--- src/rtl/bg_writer_if.sv ---
// bg_writer_if: raster pixel stream handshake.
// The source drives valid/data/last; the writer returns ready.
interface bg_writer_if;
    logic        pix_valid;
    logic [11:0] pix_data;
    logic        pix_last;
    logic        pix_ready;

    modport master (
        output pix_valid,
        output pix_data,
        output pix_last,
        input  pix_ready
    );

    modport slave (
        input  pix_valid,
        input  pix_data,
        input  pix_last,
        output pix_ready
    );
endinterface

--- src/rtl/bg_writer.sv ---
// bg_writer: raster pixel stream to background RAM writer.
// Emits {y,x} addresses in the same packing the drawer reads.
module bg_writer #(
    parameter int IMG_W      = 64,
    parameter int IMG_H      = 64,
    parameter bit VBLNK_ONLY = 1'b1
) (
    input  logic        i_clk,
    input  logic        i_rst_n,
    input  logic        i_start,
    input  logic        i_vblnk,
    bg_writer_if.slave  s_pix,
    output logic        o_mem_we,
    output logic [11:0] o_mem_addr,
    output logic [11:0] o_mem_data,
    output logic        o_busy,
    output logic        o_done,
    output logic        o_err
);
    typedef enum logic [1:0] {
        S_IDLE,
        S_LOAD,
        S_FLUSH
    } state_t;

    localparam logic [5:0] X_MAX = 6'(IMG_W - 1);
    localparam logic [5:0] Y_MAX = 6'(IMG_H - 1);

    state_t      r_state;
    state_t      w_next;
    logic [5:0]  r_x;
    logic [5:0]  r_y;
    logic        r_err;
    logic        r_we;
    logic [11:0] r_addr;
    logic [11:0] r_data;
    logic        r_busy;
    logic        r_done;
    logic        w_ready;
    logic        w_xfer;
    logic        w_end_px;
    logic        w_go;

    assign w_end_px = (r_x == X_MAX) && (r_y == Y_MAX);
    assign w_go     = (r_state == S_IDLE) && i_start;
    assign w_xfer   = s_pix.pix_valid && w_ready;

    assign s_pix.pix_ready = w_ready;
    assign o_mem_we   = r_we;
    assign o_mem_addr = r_addr;
    assign o_mem_data = r_data;
    assign o_busy     = r_busy;
    assign o_done     = r_done;
    assign o_err      = r_err;

    // State register
    always_ff @(posedge i_clk) begin
        if (!i_rst_n) begin
            r_state <= S_IDLE;
        end else begin
            r_state <= w_next;
        end
    end

    // Next state and combinational ready
    always_comb begin
        w_next  = r_state;
        w_ready = 1'b0;
        unique case (r_state)
            S_IDLE: begin
                if (i_start) begin
                    w_next = S_LOAD;
                end
            end
            S_LOAD: begin
                w_ready = VBLNK_ONLY ? i_vblnk : 1'b1;
                if (s_pix.pix_valid && w_ready &&
                    (w_end_px || s_pix.pix_last)) begin
                    w_next = S_FLUSH;
                end
            end
            S_FLUSH: begin
                w_next = S_IDLE;
            end
            default: begin
                w_next = S_IDLE;
            end
        endcase
    end

    // Raster counters and sticky pix_last mismatch flag
    always_ff @(posedge i_clk) begin
        if (!i_rst_n) begin
            r_x   <= '0;
            r_y   <= '0;
            r_err <= 1'b0;
        end else if (w_go) begin
            r_x   <= '0;
            r_y   <= '0;
            r_err <= 1'b0;
        end else if (w_xfer) begin
            if (r_x == X_MAX) begin
                r_x <= '0;
                r_y <= r_y + 6'd1;
            end else begin
                r_x <= r_x + 6'd1;
            end
            if (w_end_px != s_pix.pix_last) begin
                r_err <= 1'b1;
            end
        end
    end

    // Write port: one registered write per accepted pixel
    always_ff @(posedge i_clk) begin
        if (!i_rst_n) begin
            r_we   <= 1'b0;
            r_addr <= '0;
            r_data <= '0;
        end else begin
            r_we <= w_xfer;
            if (w_xfer) begin
                r_addr <= {r_y, r_x};
                r_data <= s_pix.pix_data;
            end
        end
    end

    // Status: busy through FLUSH, done pulses in FLUSH
    always_ff @(posedge i_clk) begin
        if (!i_rst_n) begin
            r_busy <= 1'b0;
            r_done <= 1'b0;
        end else begin
            r_busy <= (w_next != S_IDLE);
            r_done <= (w_next == S_FLUSH);
        end
    end
endmodule
--- src/flat_wrapper.sv ---
// flat-port wrapper written by rule: the top's interface ports become plain ports
module bg_writer_flat 
#(
    parameter int IMG_W      = 64,
    parameter int IMG_H      = 64,
    parameter bit VBLNK_ONLY = 1'b1
)
  (i_clk, i_rst_n, i_start, i_vblnk, o_mem_we, o_mem_addr, o_mem_data, o_busy, o_done, o_err, s_pix_pix_valid, s_pix_pix_data, s_pix_pix_last, s_pix_pix_ready);
  bg_writer_if s_pix_i ();
  input  logic i_clk;
  input  logic i_rst_n;
  input  logic i_start;
  input  logic i_vblnk;
  output logic o_mem_we;
  output logic [11:0] o_mem_addr;
  output logic [11:0] o_mem_data;
  output logic o_busy;
  output logic o_done;
  output logic o_err;
  input wire logic [$bits(s_pix_i.pix_valid)-1:0] s_pix_pix_valid;
  input wire logic [$bits(s_pix_i.pix_data)-1:0] s_pix_pix_data;
  input wire logic [$bits(s_pix_i.pix_last)-1:0] s_pix_pix_last;
  output wire logic [$bits(s_pix_i.pix_ready)-1:0] s_pix_pix_ready;
  assign s_pix_i.pix_valid = s_pix_pix_valid;
  assign s_pix_i.pix_data = s_pix_pix_data;
  assign s_pix_i.pix_last = s_pix_pix_last;
  assign s_pix_pix_ready = s_pix_i.pix_ready;
  bg_writer #(.IMG_W(IMG_W), .IMG_H(IMG_H), .VBLNK_ONLY(VBLNK_ONLY)) u_core (.i_clk(i_clk), .i_rst_n(i_rst_n), .i_start(i_start), .i_vblnk(i_vblnk), .s_pix(s_pix_i), .o_mem_we(o_mem_we), .o_mem_addr(o_mem_addr), .o_mem_data(o_mem_data), .o_busy(o_busy), .o_done(o_done), .o_err(o_err));
endmodule
--- config.mk ---
export PLATFORM = sky130hd
export DESIGN_NAME = bg_writer_flat
export DESIGN_NICKNAME = d
export VERILOG_FILES = /design/src/rtl/bg_writer_if.sv /design/src/rtl/bg_writer.sv /design/src/flat_wrapper.sv
export SDC_FILE = /design/constraint.sdc
export NUM_CORES = 1
export LEC_CHECK = 0
export ABC_CLOCK_PERIOD_IN_PS = 1900
export CAP_MARGIN = 5
export CELL_PAD_IN_SITES_DETAIL_PLACEMENT = 0
export CELL_PAD_IN_SITES_GLOBAL_PLACEMENT = 1
export CORE_MARGIN = 3
export CORE_UTILIZATION = 35
export CTS_BUF_LIST = sky130_fd_sc_hd__clkbuf_4 sky130_fd_sc_hd__clkbuf_8 sky130_fd_sc_hd__clkbuf_16
export DETAILED_ROUTE_END_ITERATION = 8
export GPL_ROUTABILITY_DRIVEN = 0
export PLACE_DENSITY_LB_ADDON = 0.05
export SKIP_CTS_REPAIR_TIMING = 1
export SLEW_MARGIN = 10
export SYNTH_ARGS = -nofsm -noshare
export SYNTH_HDL_FRONTEND = slang
export SYNTH_SLANG_ARGS = --single-unit
--- constraint.sdc ---
create_clock -name i_clk -period 1.9 [get_ports i_clk]
set_input_delay 0.38 -clock i_clk [delete_from_list [all_inputs] [get_ports i_clk]]
set_output_delay 0.38 -clock i_clk [all_outputs]
set_load 0.03 [all_outputs]
==> flow_metrics.env <==
export IMPL_status="completed"
export IMPL_synth_net_count=224
export IMPL_synth_main_ff_cell="dfxtp_1"
export IMPL_crit_chain="clkdlybuf4s50_1 -> nand4b_1 -> buf_4 -> or4_1 -> a21oi_1"
export IMPL_floorplan_core_area_sq_um=4790
export IMPL_drv_cap=0
export IMPL_worstHoldEndpoint="u_core.o_mem_addr[2]"
export IMPL_numCtsBuffers=5
export IMPL_post_synthesis_share_of_cell_area_spent_on_full_adders_half_adders_and_majority_gates=0.0213
export IMPL_grt_overflow_total=0
export IMPL_rsz_0062_raised_after_global_routing="false"
export IMPL_final_core_utilization=0.517
export IMPL_port_buffer_count=46
export IMPL_worst_setup_path_end_kind="register"
export IMPL_clk_path_buf_depth=2
export IMPL_worst_slack_after_detailed_placement_ps=-80.2
export IMPL_drt_antenna_violating_nets=0
export IMPL_powerDensity_nw_per_um2=670
export IMPL_die_area_sq_um=5910
export IMPL_dp_hpwl_mm=2.95
export IMPL_worst_hold_path_type="reg -> reg"
export IMPL_design_portCount=47
export IMPL_design_power_total_mw=1.66
export IMPL_drt_iter0_markers=38
export IMPL_r2r_end="u_core.r_state[0]"
export IMPL_detailed_place_area_sq_um=2380
export IMPL_report_final_hold_viol_count=0
export IMPL_placementRows=25
export IMPL_worst_ir_drop_vdd_mv=0.391
export IMPL_die_h_um=76.9
export IMPL_synthSimpleGateAreaFrac=0.275
export IMPL_cts_tree="built"
export IMPL_grtUsageTotal=0.148
export IMPL_worst_clock_skew_ps=5.91
export IMPL_synth_compound_area_frac=0.150
export IMPL_antenna_cells=0
export IMPL_synthToLayoutAreaGrowth_pct=40.5
export IMPL_synth_enable_flop_cells=0
export IMPL_timing_final_crit_period_ps=1690
export IMPL_post_synth_cell_area_avg_sq_um=8.67
export IMPL_clock_tree_root="clkbuf_8"
export IMPL_fp_dieW_um=76.9
export IMPL_drc=0
export IMPL_syn_cell_area_sq_um=1760
export IMPL_hold_depth=2
export IMPL_holdCritStartpoint="u_core.o_mem_addr[2]"
export IMPL_drv_slew=0
export IMPL_achievable_freq_mhz=591
export IMPL_async_reset_ff_frac=0
export IMPL_post_route_cell_area_sq_um=2470
export IMPL_leading_cell_types_in_the_layout_fill_and_taps_excluded="55 x nand2_1, 45 x clkdlybuf4s50_1, 42 x dfxtp_1"
export IMPL_worst_r2r_path_depth=6
export IMPL_layout_drive_gt1_share=0.0973
export IMPL_grt_pass1_vias=1544
export IMPL_timing_final_setup_violations=0
export IMPL_detail_route_first_pass_iterations=4
export IMPL_crit_fanout=14
export IMPL_p_leak_nw=0.826
export IMPL_cts_num_sinks=42
export IMPL_layout_cells_most_common="nand2_1"
export IMPL_slew_hr=0.747
export IMPL_clk_insertion_delay_late_ps=290
export IMPL_ys_seq_area_frac=0.478
export IMPL_post_synth_cell_types=31
export IMPL_final_nets=277
export IMPL_arrival_ps=1900
export IMPL_initial_antenna_violation_count=0
export IMPL_drt_vias_per_instance=4.80
export IMPL_synthesis_instances=203
export IMPL_cts_max_level=2
export IMPL_num_vias=1556
export IMPL_synthMuxAreaShare=0.0341
export IMPL_wl_mm=3.98
export IMPL_worst_slew_pin_slew_ps=377
export IMPL_timing_setup_critical_path_class="in -> reg"
export IMPL_fin_tns_setup_ps=0
export IMPL_setup_slack_ps=207
export IMPL_grt_pass1_wl_mm=7.11
export IMPL_timing_critical_path_from_type="input pin"
export IMPL_worstPathRequired_ps=2110
export IMPL_critPathSlowestCell="clkdlybuf4s50_1"
export IMPL_synth_top_family_by_area="simple AND/OR/NAND/NOR gates"
export IMPL_timing_rr_start="u_core.r_x[2]"
export IMPL_fin_crit_sh=0.891
export IMPL_cpPeakStageDelay_ps=510
export IMPL_synth_warning_count=0
export IMPL_drt_wirelength_per_cell_um=12.3
export IMPL_path_clk_slew_ps=70
export IMPL_synth_xor_area_frac=0
export IMPL_regToRegSetupSlack_ps=250
export IMPL_synth_seq_cells=42
export IMPL_initial_core_util=0.368
export IMPL_pin_count_of_the_biggest_net_entering_global_routing=33
-- power breakdown --
group | total (mW) | internal [mW] | switching [mW]
combinational | 0.166 | 0.0863 | 0.0799
sequential | 0.898 | 0.892 | 0.00657
clock | 0.591 | 0.307 | 0.284
total | 1.66 | 1.29 | 0.370
-- sequential cells by signal, summed over array words and instances, names as in the netlist --
signal and count:
u_core.o_mem_addr 12, u_core.o_mem_data 12, u_core.r_x 6, u_core.o_done 1, u_core.o_mem_we 1, u_core.o_err 1, u_core.r_state 2, u_core.r_y 6
u_core.o_busy 1
-- Yosys cell counts (4+ instances only) --
| cell | instances | area [sq um] |
|---|---|---|
| dfxtp_1 | 42 | 841 |
| nand3b_1 | 5 | 37.5 |
| nor4_1 | 4 | 25.0 |
| a21oi_1 | 7 | 35.0 |
| nand3_1 | 11 | 55.1 |
| clkbuf_1 | 5 | 18.8 |
| buf_2 | 7 | 35.0 |
| a21boi_0 | 24 | 180 |
| inv_1 | 4 | 15.0 |
| mux2i_1 | 6 | 60.1 |
| nand2_1 | 55 | 206 |
-- through the flow --
step | hold WS [ps] | cells
after global placement | 448 | 316
after detailed placement | 456 | 316
after floorplan | 442 | 203
final | 459 | 324
after global routing | 485 | 324
after CTS | 466 | 324
-- area by class of cell --
| type | instances | area (sq um) |
|---|---|---|
| multi-input cells | 144 | 845 |
| clock buffers | 7 | 90.1 |
| repair buffers | 59 | 593 |
| clock inverters | 1 | 5.00 |
| well taps | 67 | 83.8 |
| flip-flops and latches | 42 | 841 |
| fillers | 484 | 2310 |
| inverters | 4 | 15.0 |
-- worst max-delay path by stage --
| stage | slack (ps) | from | endpoint |
|---|---|---|---|
| final | 210 | i_vblnk | u_core.r_x[5] |
| after global routing | 60 | u_core.r_x[2] | u_core.r_state[0] |
| after CTS | 190 | u_core.o_mem_data[7] | o_mem_data[7] |
| after detailed placement | -80 | i_vblnk | u_core.r_x[5] |
| after global placement | 10 | i_vblnk | u_core.r_x[5] |
| after floorplan | 330 | u_core.r_x[0] | u_core.r_state[0] |
-- worst max-delay path: cells and delay by family --
family | cells | cell delay (ps)
compound gates | 1 | 180
buf+inv | 2 | 720
simple gates | 2 | 630
-- logic make-up (layout without fill, tap and decap cells) --
kind of cell	after synthesis	after routing
and+or+nand+nor	97	97
DFF	42	42
AOI/OAI and AO/OA	38	38
buffers and inverters	17	71
muxes	6	6
adders and majority gates	3	3
-- routing by layer --
layer | wire length [um] | share of wire | track usage
met1 | 1800 | 0.45 | 0.173
met2 | 1870 | 0.47 | 0.247
met3 | 195 | 0.049 | 0.0446
met4 | 106 | 0.027 | 0.0707
met5 | 0 | 0 | 0
No activity file was read; power rests on OpenSTA's default activity.
